### config.mk
export PLATFORM = sky130hd
export DESIGN_NAME = pong_core_flat
export DESIGN_NICKNAME = d
export VERILOG_FILES = /design/src/rtl/pong_pkg.sv /design/src/rtl/pong_if.sv /design/src/rtl/pong_paddle.sv /design/src/rtl/pong_core.sv /design/src/flat_wrapper.sv
export SDC_FILE = /design/constraint.sdc
export NUM_CORES = 1
export LEC_CHECK = 0
export ABC_CLOCK_PERIOD_IN_PS = 3000
export BUFFER_PORTS_ARGS = -buffer_cell sky130_fd_sc_hd__buf_2
export CELL_PAD_IN_SITES_DETAIL_PLACEMENT = 0
export CELL_PAD_IN_SITES_GLOBAL_PLACEMENT = 1
export CORE_MARGIN = 2
export CORE_UTILIZATION = 40
export DETAILED_ROUTE_END_ITERATION = 12
export HOLD_SLACK_MARGIN = 0.12
export PLACE_DENSITY = 0.88
export SLEW_MARGIN = 10
export SYNTH_ARGS = -nofsm -noshare
export SYNTH_HDL_FRONTEND = slang
export SYNTH_SLANG_ARGS = --single-unit
### constraint.sdc
create_clock -name clk -period 3 [get_ports clk]
set_input_delay 0.3 -clock clk [delete_from_list [all_inputs] [get_ports clk]]
set_output_delay 0.3 -clock clk [all_outputs]
set_load 0.05 [all_outputs]
### src/rtl/pong_pkg.sv
// Shared types and constants for the Pong engine.
package pong_pkg;

  localparam int POS_W   = 10;
  localparam int ARITH_W = 11;

  typedef enum logic [2:0] {
    IDLE     = 3'd0,
    SERVE    = 3'd1,
    PLAY     = 3'd2,
    GAMEOVER = 3'd3
  } state_t;

  // x: DIR_POS = rightward; y: DIR_POS = downward
  typedef enum logic {
    DIR_NEG = 1'b0,
    DIR_POS = 1'b1
  } dir_t;

  typedef enum logic [1:0] {
    WIN_NONE = 2'b00,
    WIN_P1   = 2'b01,
    WIN_P2   = 2'b10
  } winner_t;

  typedef logic signed [ARITH_W-1:0] sarith_t;

  // Zero-extend a position into the signed arithmetic domain.
  function automatic sarith_t to_s(input logic [POS_W-1:0] v);
    return sarith_t'({1'b0, v});
  endfunction

endpackage

### src/rtl/pong_if.sv
// Button inputs and renderer-facing game state of the Pong engine.
interface pong_if #(
  parameter int SCORE_W = 4
);
  import pong_pkg::*;

  logic               tick;
  logic               start;
  logic               p1_up;
  logic               p1_dn;
  logic               p2_up;
  logic               p2_dn;
  logic [2:0]         state_out;
  logic [POS_W-1:0]   p1_y;
  logic [POS_W-1:0]   p2_y;
  logic [POS_W-1:0]   ball_x;
  logic [POS_W-1:0]   ball_y;
  logic [SCORE_W-1:0] score1;
  logic [SCORE_W-1:0] score2;
  logic               point1;
  logic               point2;
  logic [1:0]         winner;

  modport master (
    output tick, start, p1_up, p1_dn, p2_up, p2_dn,
    input  state_out, p1_y, p2_y, ball_x, ball_y,
           score1, score2, point1, point2, winner
  );

  modport slave (
    input  tick, start, p1_up, p1_dn, p2_up, p2_dn,
    output state_out, p1_y, p2_y, ball_x, ball_y,
           score1, score2, point1, point2, winner
  );

endinterface

### src/rtl/pong_paddle.sv
// Saturating paddle position register; moves one step per enabled cycle.
module pong_paddle
  import pong_pkg::*;
#(
  parameter int PAD_H     = 64,
  parameter int FIELD_H   = 480,
  parameter int PAD_SPEED = 4
) (
  input  logic             clk,
  input  logic             rst,
  input  logic             i_en,
  input  logic             i_up,
  input  logic             i_dn,
  output logic [POS_W-1:0] o_y
);

  localparam sarith_t          L_SPEED = sarith_t'(PAD_SPEED);
  localparam sarith_t          L_MAX   = sarith_t'(FIELD_H - PAD_H);
  localparam sarith_t          L_ZERO  = '0;
  localparam logic [POS_W-1:0] L_RST   = POS_W'((FIELD_H - PAD_H) / 2);

  logic [POS_W-1:0] r_y;
  logic [POS_W-1:0] w_y_next;
  sarith_t          w_up;
  sarith_t          w_dn;

  // Next position with saturation at the top and bottom of the field
  always_comb begin
    w_up     = to_s(r_y) - L_SPEED;
    w_dn     = to_s(r_y) + L_SPEED;
    w_y_next = r_y;
    if (i_up && !i_dn)
      w_y_next = (w_up < L_ZERO) ? '0 : w_up[POS_W-1:0];
    else if (i_dn && !i_up)
      w_y_next = (w_dn > L_MAX) ? L_MAX[POS_W-1:0] : w_dn[POS_W-1:0];
  end

  // Position register
  always_ff @(posedge clk) begin
    if (rst)       r_y <= L_RST;
    else if (i_en) r_y <= w_y_next;
  end

  assign o_y = r_y;

endmodule

### src/rtl/pong_core.sv
// Pong game engine: paddles, ball, scoring, timed serve and win detection.
module pong_core
  import pong_pkg::*;
#(
  parameter int FIELD_W     = 640,
  parameter int FIELD_H     = 480,
  parameter int PAD_H       = 64,
  parameter int PAD_X_L     = 24,
  parameter int PAD_X_R     = 616,
  parameter int BALL_SZ     = 8,
  parameter int PAD_SPEED   = 4,
  parameter int BALL_SPEED  = 2,
  parameter int SERVE_TICKS = 60,
  parameter int WIN_SCORE   = 7,
  parameter int SCORE_W     = 4
) (
  input logic   clk,
  input logic   rst,
  pong_if.slave bus
);

  localparam int CNT_W = $clog2(SERVE_TICKS + 1);

  localparam sarith_t L_BS     = sarith_t'(BALL_SPEED);
  localparam sarith_t L_SZ     = sarith_t'(BALL_SZ);
  localparam sarith_t L_PH     = sarith_t'(PAD_H);
  localparam sarith_t L_XL     = sarith_t'(PAD_X_L);
  localparam sarith_t L_XR     = sarith_t'(PAD_X_R);
  localparam sarith_t L_YMAX   = sarith_t'(FIELD_H - BALL_SZ);
  localparam sarith_t L_XL_HIT = sarith_t'(PAD_X_L + 1);
  localparam sarith_t L_XR_HIT = sarith_t'(PAD_X_R - BALL_SZ - 1);
  localparam sarith_t L_ZERO   = '0;

  localparam logic [POS_W-1:0]   L_BX_C  = POS_W'((FIELD_W - BALL_SZ) / 2);
  localparam logic [POS_W-1:0]   L_BY_C  = POS_W'((FIELD_H - BALL_SZ) / 2);
  localparam logic [CNT_W-1:0]   L_LAST  = CNT_W'(SERVE_TICKS - 1);
  localparam logic [SCORE_W-1:0] L_WIN   = SCORE_W'(WIN_SCORE);

  state_t             r_state;
  logic [POS_W-1:0]   r_bx;
  logic [POS_W-1:0]   r_by;
  dir_t               r_xdir;
  dir_t               r_ydir;
  logic [CNT_W-1:0]   r_cnt;
  logic [SCORE_W-1:0] r_score1;
  logic [SCORE_W-1:0] r_score2;
  logic               r_point1;
  logic               r_point2;
  winner_t            r_winner;

  logic               w_pad_en;
  logic [POS_W-1:0]   w_p1_y;
  logic [POS_W-1:0]   w_p2_y;
  sarith_t            w_bx;
  sarith_t            w_by;
  sarith_t            w_nx;
  sarith_t            w_ny;
  dir_t               w_nxdir;
  dir_t               w_nydir;
  logic               w_pt1;
  logic               w_pt2;
  logic [SCORE_W-1:0] w_s1_inc;
  logic [SCORE_W-1:0] w_s2_inc;

  assign w_pad_en = bus.tick && (r_state == SERVE || r_state == PLAY);

  pong_paddle #(.PAD_H(PAD_H), .FIELD_H(FIELD_H), .PAD_SPEED(PAD_SPEED)) u_pad1 (
    .clk(clk), .rst(rst), .i_en(w_pad_en),
    .i_up(bus.p1_up), .i_dn(bus.p1_dn), .o_y(w_p1_y)
  );

  pong_paddle #(.PAD_H(PAD_H), .FIELD_H(FIELD_H), .PAD_SPEED(PAD_SPEED)) u_pad2 (
    .clk(clk), .rst(rst), .i_en(w_pad_en),
    .i_up(bus.p2_up), .i_dn(bus.p2_dn), .o_y(w_p2_y)
  );

  assign w_s1_inc = r_score1 + SCORE_W'(1);
  assign w_s2_inc = r_score2 + SCORE_W'(1);

  // Ball step for one play tick; paddle hit tests use the pre-tick paddle registers
  always_comb begin
    w_bx    = to_s(r_bx);
    w_by    = to_s(r_by);
    w_nx    = w_bx;
    w_ny    = w_by;
    w_nxdir = r_xdir;
    w_nydir = r_ydir;
    w_pt1   = 1'b0;
    w_pt2   = 1'b0;

    if (r_ydir == DIR_POS) begin
      w_ny = w_by + L_BS;
      if (w_ny >= L_YMAX) begin
        w_ny    = L_YMAX;
        w_nydir = DIR_NEG;
      end
    end else begin
      w_ny = w_by - L_BS;
      if (w_ny <= L_ZERO) begin
        w_ny    = L_ZERO;
        w_nydir = DIR_POS;
      end
    end

    if (r_xdir == DIR_NEG) begin
      if (w_bx - L_BS <= L_XL) begin
        if ((w_by + L_SZ > to_s(w_p1_y)) && (w_by < to_s(w_p1_y) + L_PH)) begin
          w_nx    = L_XL_HIT;
          w_nxdir = DIR_POS;
        end else begin
          w_pt2 = 1'b1;
        end
      end else begin
        w_nx = w_bx - L_BS;
      end
    end else begin
      if (w_bx + L_SZ + L_BS >= L_XR) begin
        if ((w_by + L_SZ > to_s(w_p2_y)) && (w_by < to_s(w_p2_y) + L_PH)) begin
          w_nx    = L_XR_HIT;
          w_nxdir = DIR_NEG;
        end else begin
          w_pt1 = 1'b1;
        end
      end else begin
        w_nx = w_bx + L_BS;
      end
    end
  end

  // Game FSM with ball, score, serve-timer and winner registers
  always_ff @(posedge clk) begin
    if (rst) begin
      r_state  <= IDLE;
      r_bx     <= L_BX_C;
      r_by     <= L_BY_C;
      r_xdir   <= DIR_POS;
      r_ydir   <= DIR_POS;
      r_cnt    <= '0;
      r_score1 <= '0;
      r_score2 <= '0;
      r_point1 <= 1'b0;
      r_point2 <= 1'b0;
      r_winner <= WIN_NONE;
    end else begin
      r_point1 <= 1'b0;
      r_point2 <= 1'b0;
      case (r_state)
        IDLE, GAMEOVER: begin
          if (bus.start) begin
            r_state  <= SERVE;
            r_bx     <= L_BX_C;
            r_by     <= L_BY_C;
            r_xdir   <= DIR_POS;
            r_ydir   <= DIR_POS;
            r_cnt    <= '0;
            r_score1 <= '0;
            r_score2 <= '0;
            r_winner <= WIN_NONE;
          end
        end
        SERVE: begin
          if (bus.tick) begin
            if (r_cnt == L_LAST) begin
              r_state <= PLAY;
              r_cnt   <= '0;
            end else begin
              r_cnt <= r_cnt + CNT_W'(1);
            end
          end
        end
        PLAY: begin
          if (bus.tick) begin
            // A point overrides any bounce: the ball re-centres regardless
            if (w_pt1 || w_pt2) begin
              r_bx   <= L_BX_C;
              r_by   <= L_BY_C;
              r_cnt  <= '0;
              r_xdir <= w_pt1 ? DIR_POS : DIR_NEG;
              if (w_pt1) begin
                r_point1 <= 1'b1;
                r_score1 <= w_s1_inc;
                if (w_s1_inc == L_WIN) begin
                  r_winner <= WIN_P1;
                  r_state  <= GAMEOVER;
                end else begin
                  r_state <= SERVE;
                end
              end else begin
                r_point2 <= 1'b1;
                r_score2 <= w_s2_inc;
                if (w_s2_inc == L_WIN) begin
                  r_winner <= WIN_P2;
                  r_state  <= GAMEOVER;
                end else begin
                  r_state <= SERVE;
                end
              end
            end else begin
              r_bx   <= w_nx[POS_W-1:0];
              r_by   <= w_ny[POS_W-1:0];
              r_xdir <= w_nxdir;
              r_ydir <= w_nydir;
            end
          end
        end
        default: r_state <= IDLE;
      endcase
    end
  end

  assign bus.state_out = r_state;
  assign bus.p1_y      = w_p1_y;
  assign bus.p2_y      = w_p2_y;
  assign bus.ball_x    = r_bx;
  assign bus.ball_y    = r_by;
  assign bus.score1    = r_score1;
  assign bus.score2    = r_score2;
  assign bus.point1    = r_point1;
  assign bus.point2    = r_point2;
  assign bus.winner    = r_winner;

endmodule

### src/flat_wrapper.sv
// flat-port wrapper written by rule: the top's interface ports become plain ports
module pong_core_flat import pong_pkg::*;
#(
  parameter int FIELD_W     = 640,
  parameter int FIELD_H     = 480,
  parameter int PAD_H       = 64,
  parameter int PAD_X_L     = 24,
  parameter int PAD_X_R     = 616,
  parameter int BALL_SZ     = 8,
  parameter int PAD_SPEED   = 4,
  parameter int BALL_SPEED  = 2,
  parameter int SERVE_TICKS = 60,
  parameter int WIN_SCORE   = 7,
  parameter int SCORE_W     = 4
)
  (clk, rst, bus_tick, bus_start, bus_p1_up, bus_p1_dn, bus_p2_up, bus_p2_dn, bus_state_out, bus_p1_y, bus_p2_y, bus_ball_x, bus_ball_y, bus_score1, bus_score2, bus_point1, bus_point2, bus_winner);
  pong_if #(.SCORE_W(SCORE_W)) bus_i ();
  input logic clk;
  input logic rst;
  input wire logic [$bits(bus_i.tick)-1:0] bus_tick;
  input wire logic [$bits(bus_i.start)-1:0] bus_start;
  input wire logic [$bits(bus_i.p1_up)-1:0] bus_p1_up;
  input wire logic [$bits(bus_i.p1_dn)-1:0] bus_p1_dn;
  input wire logic [$bits(bus_i.p2_up)-1:0] bus_p2_up;
  input wire logic [$bits(bus_i.p2_dn)-1:0] bus_p2_dn;
  output wire logic [$bits(bus_i.state_out)-1:0] bus_state_out;
  output wire logic [$bits(bus_i.p1_y)-1:0] bus_p1_y;
  output wire logic [$bits(bus_i.p2_y)-1:0] bus_p2_y;
  output wire logic [$bits(bus_i.ball_x)-1:0] bus_ball_x;
  output wire logic [$bits(bus_i.ball_y)-1:0] bus_ball_y;
  output wire logic [$bits(bus_i.score1)-1:0] bus_score1;
  output wire logic [$bits(bus_i.score2)-1:0] bus_score2;
  output wire logic [$bits(bus_i.point1)-1:0] bus_point1;
  output wire logic [$bits(bus_i.point2)-1:0] bus_point2;
  output wire logic [$bits(bus_i.winner)-1:0] bus_winner;
  assign bus_i.tick = bus_tick;
  assign bus_i.start = bus_start;
  assign bus_i.p1_up = bus_p1_up;
  assign bus_i.p1_dn = bus_p1_dn;
  assign bus_i.p2_up = bus_p2_up;
  assign bus_i.p2_dn = bus_p2_dn;
  assign bus_state_out = bus_i.state_out;
  assign bus_p1_y = bus_i.p1_y;
  assign bus_p2_y = bus_i.p2_y;
  assign bus_ball_x = bus_i.ball_x;
  assign bus_ball_y = bus_i.ball_y;
  assign bus_score1 = bus_i.score1;
  assign bus_score2 = bus_i.score2;
  assign bus_point1 = bus_i.point1;
  assign bus_point2 = bus_i.point2;
  assign bus_winner = bus_i.winner;
  pong_core #(.FIELD_W(FIELD_W), .FIELD_H(FIELD_H), .PAD_H(PAD_H), .PAD_X_L(PAD_X_L), .PAD_X_R(PAD_X_R), .BALL_SZ(BALL_SZ), .PAD_SPEED(PAD_SPEED), .BALL_SPEED(BALL_SPEED), .SERVE_TICKS(SERVE_TICKS), .WIN_SCORE(WIN_SCORE), .SCORE_W(SCORE_W)) u_core (.clk(clk), .rst(rst), .bus(bus_i));
endmodule
## Yosys cells after proc, flatten, opt, wreduce, memory -nomap -nowiden

Cells that the tools add are included.

| operators by class | value |
|---|---|
| bitwise operators | 3 |
| equal/unequal tests | 18 |
| reductions and logical operators | 30 |
| mux-type cells | 77 |
| add/sub/neg operators | 16 |
| order comparisons | 12 |

Operators by type and width:

| kind | number |
|---|---|
| $mux W10 | 22 |
| $pmux W10 S2 | 2 |
| $mux W6 | 5 |
| $mux W4 | 7 |
| $reduce_and A5 Y1 | 5 |
| $add A10 B3 Y11 const B | 2 |
| $add A10 B4 Y11 const B | 2 |
| $add A10 B7 Y11 const B | 2 |
| $gt A11 B10 Y1 const B | 2 |
| $gt A11 B11 Y1 | 2 |
| $lt A11 B1 Y1 const B | 2 |
| $lt A11 B11 Y1 | 2 |
| $sub A10 B2 Y11 const B | 2 |
| $sub A10 B3 Y11 const B | 2 |
| $mux W1 | 20 |
| $mux W3 | 6 |
| $pmux W6 S3 | 1 |
| $mux W2 | 8 |
| $pmux W4 S2 | 2 |
| $ne A2 B2 Y1 const B | 7 |
| $add A10 B2 Y11 const B | 1 |
| $add A11 B3 Y11 const B | 1 |
| $ge A11 B10 Y1 const B | 1 |
| $ge A11 B11 Y1 const B | 1 |
| 30 further kinds | 49 |

| storage, ports and cells | value |
|---|---|
| bits in registers | 63 |
| word-level logic and storage cells | 169 |

## Longest topological paths before layout

Gate-level depths: netlist of the first run.

| depth | value |
|---|---|
| depth after elaboration | 10 |
| depth in mapped cells | 14 |

## Cells and area by module

A second synthesis of the first run with hierarchy kept.

| unflattened totals | value |
|---|---|
| cell total of the unflattened synthesis | 798 |
| area total of the unflattened synthesis | 6154.7 sq um |

Modules (own cells, without submodules):

| module | area each (sq um) | cells each | times used |
|---|---|---|---|
| pong_core | 4292.9 | 570 | 1 |
| pong_paddle | 930.9 | 114 | 2 |

## Worst setup path after synthesis of the first run

Ideal clock, no wire load.

| timing | value |
|---|---|
| kind | register -> register |
| start | register u_core.r_by[3], in the netlist u_core.bus.ball_y[3] |
| end | register u_core.r_bx[3], in the netlist u_core.bus.ball_x[3] |
| arrival time | 3.588 ns |
| setup time | 0.127 ns |
| slack | -0.715 ns |
| path buffers | 2 |
| cell stages (with the launch flop) | 13 |
| cell sequence | dfxtp_1 -> clkbuf_1 -> inv_1 -> ha_1 -> ha_1 -> nand4_1 -> o21ai_0 -> a21oi_1 -> or4_1 -> clkbuf_1 -> a221oi_4 -> o21ai_2 -> or3b_1 |

| between the ends | value |
|---|---|
| cells in the longest elaborated chain, start to end | 10 |
| elaborated cells between the ends (all ways) | 20 |
| classes of those cells | add/sub (1); order compare (4); eq/ne (2); mux (9); reduce/logical (4) |

Ends and longest elaborated chain:

| item | RTL line | RTL |
|---|---|---|
| from (decl) | pong_core.sv:41 | `logic [POS_W-1:0] r_by;` |
| from (signal assigned) | pong_core.sv:200 | `r_by <= w_ny[POS_W-1:0];` |
| $add A10 B4 Y11 | pong_core.sv:107, pong_core.sv:118 |  |
| $gt A11 B11 Y1 (on tied branches) | pong_core.sv:118, pong_core.sv:107 |  |
| $logic_and A1 B1 Y1 (on tied branches) | pong_core.sv:118, pong_core.sv:107 |  |
| $mux W1 (on tied branches) | pong_core.sv:118, pong_core.sv:107 |  |
| $mux W1 (on tied branches) | pong_core.sv:117, pong_core.sv:106 |  |
| $mux W1 | pong_core.sv:105 | `if (r_xdir == DIR_NEG) begin` |
| $logic_or A1 B1 Y1 | pong_core.sv:174 | `if (w_pt1 \|\| w_pt2) begin` |
| $mux W10 | pong_core.sv:174 |  |
| $mux W10 | pong_core.sv:172 | `if (bus.tick) begin` |
| $pmux W10 S2 | pong_core.sv:147 | `case (r_state)` |
| to (signal assigned) | pong_core.sv:199 | `r_bx <= w_nx[POS_W-1:0];` |
| to (decl) | pong_core.sv:40 | `logic [POS_W-1:0] r_bx;` |

Several ways; a longest one is shown, not always the timed one. The select of a mux whose other input is x is not followed.
A chain may end at the register's enable or synchronous reset.

## Worst setup path in the final report of the first run

| timing | value |
|---|---|
| start | register u_core.r_by[4], in the netlist u_core.bus.ball_y[4] |
| end | register u_core.r_bx[3], in the netlist u_core.bus.ball_x[3] |

The elaborated chain is that of the path after synthesis.

==> run metrics, run 1 <==
status finished with violations; failing checks negative setup slack; internal power between 2 and 3 mW; synthesized cell area 5860 µm²; Worst EP required ~3200 ps; WP data arrival 3330 ps; drt total wl between 15000 and 20000 µm; Slew headroom 52.8%; Ys Warns 0; first-pass iteration count of the detailed router 5; Max clock buf depth 2; DRT iter0 DRCs 431; kind of end point of the critical path flip-flop; Sw Pwr 2.20 mW; peak supply drop 0.000421 V; # DRC 0; slew at the pin closest to its max-slew limit 705 ps; Post-synth EDFFs 0; CP max FO 8; Critical-path top delay cell or4_4; Comb pwr share 57.9%; IO Count 63; fin crit period 3120 ps; CTS Buf Count 9; final setup margin -120 ps; core area approximately 14000 µm²; FP Rows 44; Reg clk slew, reported paths 60 ps; Critical Setup Path Class flip-flop to flip-flop; share of power burned in registers between 10% and 20%; cells on worst reg2reg path 11; Netlist cell types 91; post-synthesis sequential area ratio 19.5%; die area ~16000 µm²; antenna violations before repair 0; Die Wd between 100 and 150 µm; share of cells above drive strength 1 29.3%; max_cap viols 0; routed len/inst approximately 17 µm; LEAKAGE 3.12 nW; Post-synth ARST share 0%; Crit path depth 11; Setup WS pre-CTS -64.1 ps; critical path launch point type flip-flop; via count roughly 6500; Clk pwr share 23.2%; Final Instance Area 7580 µm²; pin count of the biggest net entering global routing 27; antenna-violating nets left 0; Post-Synthesis Cells 785; Mean Syn Cell Area 7.47 µm²; CP delay by family, top compound AO/OA/AOI/OAI gates; count of pins over their slew limit 0; Largest stage delay, worst path 500 ps; ys flop type dfxtp_1; highest clock rate 320 MHz; starting density of the core 40.6%; gr usage total 21.7%; TritonCTS clock tree built; Hold Path Stages 3; grt total ovfl 0; Power per Cell Area 645 nW/µm²; IO buf count 56; hpwl dp 13300 µm; sw frac roughly 45%; H-tree Lvls 3; fill cell count 1389; critical-path cell list ha_4 > nand3_4 > xnor2_2 > ha_1 > o21ai_1 > a22oi_1 > o2111ai_2 > or4_4 > a221oi_4 > o21ai_4 > or3b_1; worst path bufs/invs 0; Yosys reg bits 57; Avg Vias per Cell 5.96; RSZ-0062 raised after global routing yes; Final Hold Viols 0; Clock Sinks 57; Root Driver clkbuf_16; chip height 125 µm; first-pass GRT wire length 28700 µm; clk_lat worst skew 330 ps; n_diodes 0; clk_skew 7.70 ps; period utilisation layout 104%; synth-to-layout area growth 29.4%; Nets 956; final setup vio count 21; dpl cell area 6880 µm²; Worst Hold Class primary input to flip-flop; GP Congestion just under 0.9; Core Util, Final 52.6%; vias in the first global route 5864; post-layout power roughly 4.9 mW
-- state kept, by name, indices dropped and copies added, names as in the netlist --
| name | flops |
|---|---|
| u_core.bus.point1 | 1 |
| u_core.bus.score2 | 4 |
| u_core.r_xdir | 1 |
| u_core.bus.ball_x | 10 |
| u_core.bus.score1 | 4 |
| u_core.bus.winner | 2 |
| u_core.r_cnt | 6 |
| u_core.bus.state_out | 2 |
| u_core.u_pad1.o_y | 8 |
| u_core.bus.point2 | 1 |
| u_core.bus.ball_y | 9 |
| u_core.u_pad2.o_y | 8 |
| u_core.r_ydir | 1 |
-- synthesized netlist by cell type (all sizes together) (10+ instances only) --
cell type	count	area (µm²)
a21oi	51	255
a31oi	18	113
and3	17	106
buf	17	119
clkbuf	43	163
dfxtp	57	1140
ha	54	676
inv	46	173
nand2	58	225
nand2b	11	68.8
nand3	37	185
nand4	15	93.8
nor2	54	210
nor3	31	166
o21ai	43	219
o22ai	10	62.6
or2	10	62.6
or3	14	87.6
xnor2	17	149
-- tightest hold or removal path: stages --
cell,delay [ps]
buf_2,130
nand2_1,110
nor3_1,50
-- final timing paths --
check | from | to | slack (ps)
worst max-delay path | u_core.bus.ball_y[4]$_SDFFE_PP0P_ | u_core.bus.ball_x[3]$_SDFFE_PP1P_ | -120
worst max register to register | u_core.bus.ball_y[4]$_SDFFE_PP0P_ | u_core.bus.ball_x[3]$_SDFFE_PP1P_ | -120
worst min register to register | u_core.bus.winner[1]$_SDFFE_PP0P_ | u_core.bus.winner[1]$_SDFFE_PP0P_ | 490
worst min-delay path | bus_tick | u_core.bus.point1$_SDFF_PP0_ | 300
-- layout make-up --
cell class | instances | area [µm²] | area share (%)
multi-input cells | 625 | 4600 | 60.6
flip-flops and latches | 57 | 1190 | 15.7
repair buffers | 153 | 1060 | 14.0
well taps | 184 | 230 | 3.04
clock buffers | 9 | 225 | 2.97
inverters | 48 | 180 | 2.38
clock inverters | 7 | 103 | 1.35
-- routing by layer --
layer / wire length, µm / part of all wire, % / GRT usage (%)
met1: 8160 / 44 / 27.9
met3: 881 / 4.8 / 2.40
met4: 404 / 2.2 / 7.65
met2: 8950 / 49 / 37.6
met5: 0 / 0 / 0
-- kinds of logic after synthesis --
family | after synthesis | synth area share [%]
adders and majority gates | 54 | 11.5
muxes | 5 | 0.896
AOI/OAI and AO/OA | 228 | 27.8
DFF | 57 | 19.5
and+or+nand+nor | 306 | 28.4
buffers and inverters | 108 | 7.87
other | 1 | 0.0640
xor gates and xnor gates | 26 | 3.88
-- power groups by stage --
stage | logic (mW) | registers [mW] | clock network [mW]
2_1_floorplan | 1.50 | 1.20 | 0
3_3_place_gp | 2.47 | 0.934 | 0
3_5_place_dp | 2.48 | 0.935 | 0
4_1_cts | 2.55 | 0.920 | 1.15
5_1_grt | 3.05 | 0.935 | 1.18
6_report | 2.83 | 0.925 | 1.13
-- layout by cell type (no fill, tap or decap), types with 13 or more instances in the layout --
master	netlist	layout
buf_2	5	56
o21ai_0	41	37
xnor2_1	17	13
nand3_1	37	36
ha_1	54	47
dfxtp_1	57	37
and3_1	17	15
buf_4	9	89
nand2_1	57	55
a21oi_1	51	49
a31oi_1	18	18
nor3_1	30	29
or3_1	14	13
nand4_1	15	15
inv_1	46	43
nor2_1	53	53
-- timing repair --
action,CTS,global route
buffers inserted,1,8
cloned,0,1
endpoints found under the setup margin,26,36
pin swaps,2,15
hold buffers,0,0
gates resized for setup,7,50
-- stage by stage --
stage                     hold slack, ps  instances  setup TNS, ps
after global routing                 338       1083          -2950
after CTS                            308       1074              0
after detailed placement             474       1057           -177
after floorplan                      450        790           -819
final                                303       1083           -693
after global placement               472       1057          -7.54
Power figures use the tool's default switching activity.
==> run 2: changes to the inputs <==
--- a/config.mk
+++ b/config.mk
@@ -5,15 +5,17 @@
 export SDC_FILE = /design/constraint.sdc
 export NUM_CORES = 1
 export LEC_CHECK = 0
+export ABC_AREA = 1
 export ABC_CLOCK_PERIOD_IN_PS = 3000
 export BUFFER_PORTS_ARGS = -buffer_cell sky130_fd_sc_hd__buf_2
 export CELL_PAD_IN_SITES_DETAIL_PLACEMENT = 0
 export CELL_PAD_IN_SITES_GLOBAL_PLACEMENT = 1
 export CORE_MARGIN = 2
-export CORE_UTILIZATION = 40
+export CORE_UTILIZATION = 38
+export CTS_CLUSTER_DIAMETER = 100
 export DETAILED_ROUTE_END_ITERATION = 12
 export HOLD_SLACK_MARGIN = 0.12
-export PLACE_DENSITY = 0.88
+export PLACE_DENSITY = 0.87
 export SLEW_MARGIN = 10
 export SYNTH_ARGS = -nofsm -noshare
 export SYNTH_HDL_FRONTEND = slang
==> run metrics, run 2 <==
Commonest cells post-synth nand2_1, inv_1, nor2_1, nand3_1, dfxtp_1; top-area cell type share of the netlist area 21.1% (+1.6 points); Clock Sinks 57 (unchanged); synthesized cell area 5420 µm² (-7.6%); Largest stage delay, worst path 360 ps (-140 ps); Setup WS pre-CTS 175 ps (+240 ps); Slew headroom 44.3% (-8.5 points); Largest register FFs 10 (unchanged); vias in the first global route 5098 (-13%); hpwl dp 11700 µm (-12%); H-tree Lvls 3 (unchanged); LEAKAGE 3.09 nW (-0.80%); max_cap viols 0 (unchanged); Root Driver clkbuf_16; Critical Setup Path Class flip-flop to flip-flop; final setup vio count 0 (-100%); WP data arrival 3010 ps (-320 ps); synth-to-layout area growth 17.5%; Power per Cell Area 1010 nW/µm² (+57%); # DRC 0 (unchanged); post-synthesis sequential area ratio 21.1% (+1.6 points); clk_lat worst skew 340 ps (about the same); pin count of the biggest net entering global routing 27 (unchanged); Post-synth EDFFs 0 (unchanged); via count 5590 (-13%); CP delay by family, top simple AND/OR/NAND/NOR gates; final setup margin 196 ps (+316 ps); gr usage total 21.3% (-0.39 points); multi-input logic area 3740 µm² (-19%); starting density of the core 39.0% (-1.6 points); hold buffers post-CTS 0 (unchanged); kind of end point of the critical path flip-flop; Worst EP required 3210 ps (about the same); highest clock rate 357 MHz (+11%); fin crit period 2800 ps (-316 ps); IO buf count 56 (unchanged); Reg clk slew, reported paths 50 ps (about the same); first-pass GRT wire length 25400 µm (-11%); ys flop type dfxtp_1; most frequent cell after synthesis nand2_1; TritonCTS clock tree built; Post-synth ARST share 0% (unchanged); share of cells above drive strength 1 15.5% (-14 points); antenna-violating nets left 0 (unchanged); Die Wd 123 µm (-1.3%); die area 15200 µm² (-2.6%); fill cell count 1439 (+3.6%); count of pins over their slew limit 0 (unchanged); most frequent cells in the layout nand2_1, inv_1, nor2_1; grt total ovfl 0 (unchanged); core area 13900 µm² (-3.8%); Post-Synthesis Cells 829 (+5.6%); Avg Vias per Cell 5.13 (-14%); crit path from u_core.bus.ball_y[3]$_SDFFE_PP1P_; clk_skew 8.32 ps (+0.618 ps); Max clock buf depth 2 (unchanged); CP max FO 9 (+1); area leader, netlist dfxtp_1; peak supply drop 0.000615 V (+46%); Area contributors post-synth dfxtp_1, ha_1, nand2_1, xor2_1, inv_1; n_diodes 0 (unchanged); FF+latch area 1150 µm² (-3.3%); status complete, no violations; Worst Hold Class primary input to flip-flop; DRT iter0 DRCs 381 (-12%); CTS Buf Count 9 (unchanged); Mean Syn Cell Area 6.54 µm² (-12%); Critical R2R Launch u_core.bus.ball_y[3]$_SDFFE_PP1P_; antenna violations before repair 0 (unchanged); hold path startpoint bus_tick; Netlist cell types 47 (-48%); FP Rows 43 (-2.3%); IO Count 63 (unchanged); chip height 123 µm (-1.3%); Nets 967 (+1.2%); period utilisation layout 93.5% (-11 points); drt total wl 15300 µm (-17%); critical-path cell list ha_1 > nand2_1 > nor2_1 > xor2_1 > buf_4 > ha_1 > nand2_1 > nand3b_1 > nor2_1 > nor2_1 > nand2_1 > nand4_1 > nand2_2 > nand3_4 > nand2_2 > inv_2 > nor2_8 > o211ai_1; Final Hold Viols 0 (unchanged); slew at the pin closest to its max-slew limit 835 ps (+130 ps); Critical-path top delay cell dfxtp_4; Ys Warns 0 (unchanged); GP Congestion 0.947 (+7.0%); worst path bufs/invs 2 (+2); most common cell after layout, fill and taps aside nand2_1; Core Util, Final 45.9% (-6.7 points); first-pass iteration count of the detailed router 5 (unchanged); Yosys reg bits 57 (unchanged); critical path launch point type flip-flop; routed len/inst 14.0 µm (-17%)
[run 2: cell count changes after synthesis, moves of 16 or more]
cell | previous run | this run
and3_1 | 17 | 1
clkbuf_1 | 42 | 9
inv_1 | 46 | 105
nand2_1 | 57 | 172
nand3_1 | 37 | 65
nor2_1 | 53 | 85
xor2_1 | 9 | 46
[run 2: power by group]
part	switching [mW]	internal [mW]
sequential	0.291	0.958
combinational	2.71	1.31
clock	0.377	0.794
total	3.37	3.06
[run 2: final cells by class]
| class | count | area share [%] |
|---|---|---|
| multi-input cells | 641 | 58.7 |
| flip-flops and latches | 57 | 18.1 |
| repair buffers | 84 | 7.67 |
| inverters | 112 | 6.68 |
| clock buffers | 12 | 4.19 |
| well taps | 180 | 3.54 |
| clock inverters | 4 | 1.16 |
[run 2: worst register-to-register path, stage by stage (launching register included)]
cell,delay (ps)
dfxtp_4,360
ha_1,230
nand2_1,110
nor2_1,60
xor2_1,180
buf_4,160
ha_1,280
nand2_1,50
nand3b_1,170
nor2_1,100
nor2_1,40
nand2_1,60
nand4_1,160
nand2_2,150
nand3_4,100
nand2_2,90
inv_2,70
nor2_8,170
o211ai_1,140
[run 2: per-layer routing]
metal / routed length (µm) / track usage, % / vias up
met1: 7530 / 30.4 / 2522
met4: 237 / 6.04 / 0
met3: 844 / 4.20 / 15
met5: 0 / 0 / -
li1: - / - / 2882
met2: 6700 / 32.4 / 171
[run 2: per-stage QoR]
step	power (mW)	cell area, µm²	setup TNS [ps]	hold slack, ps	instances
floorplan	4.26	5440	0	456	834
global placement	5.23	6000	0	459	1072
detailed placement	5.24	6000	0	459	1072
CTS	6.44	6340	0	345	1088
global route	6.99	6360	-18.4	394	1090
finish	6.43	6360	0	376	1090
[run 2: what timing repair did]
action,4_1_cts,5_1_grt
endpoints found under the setup margin,0,21
setup buffers,0,2
resized for setup,0,5
[run 2: logic make-up (layout without fill, tap and decap cells)]
group	count (synthesis)	in the layout	share of synthesized area, %
adders and majority gates	54	54	12.5
xor gates and xnor gates	53	53	8.57
AOI/OAI and AO/OA	139	139	14.7
DFF	57	57	21.1
buffers and inverters	136	212	10.4
other	1	6	0.0692
and+or+nand+nor	389	389	32.7
[run 2: worst paths after layout]
| kind | slack [ps] | endpoint | cells after the start |
|---|---|---|---|
| setup / recovery | 200 | u_core.bus.ball_x[8]$_SDFFE_PP1P_ | 18 |
| hold / removal | 380 | u_core.bus.point1$_SDFF_PP0_ | 3 |
| setup reg to reg | 200 | u_core.bus.ball_x[8]$_SDFFE_PP1P_ | 18 |
| hold reg to reg | 470 | u_core.bus.winner[1]$_SDFFE_PP0P_ | 2 |
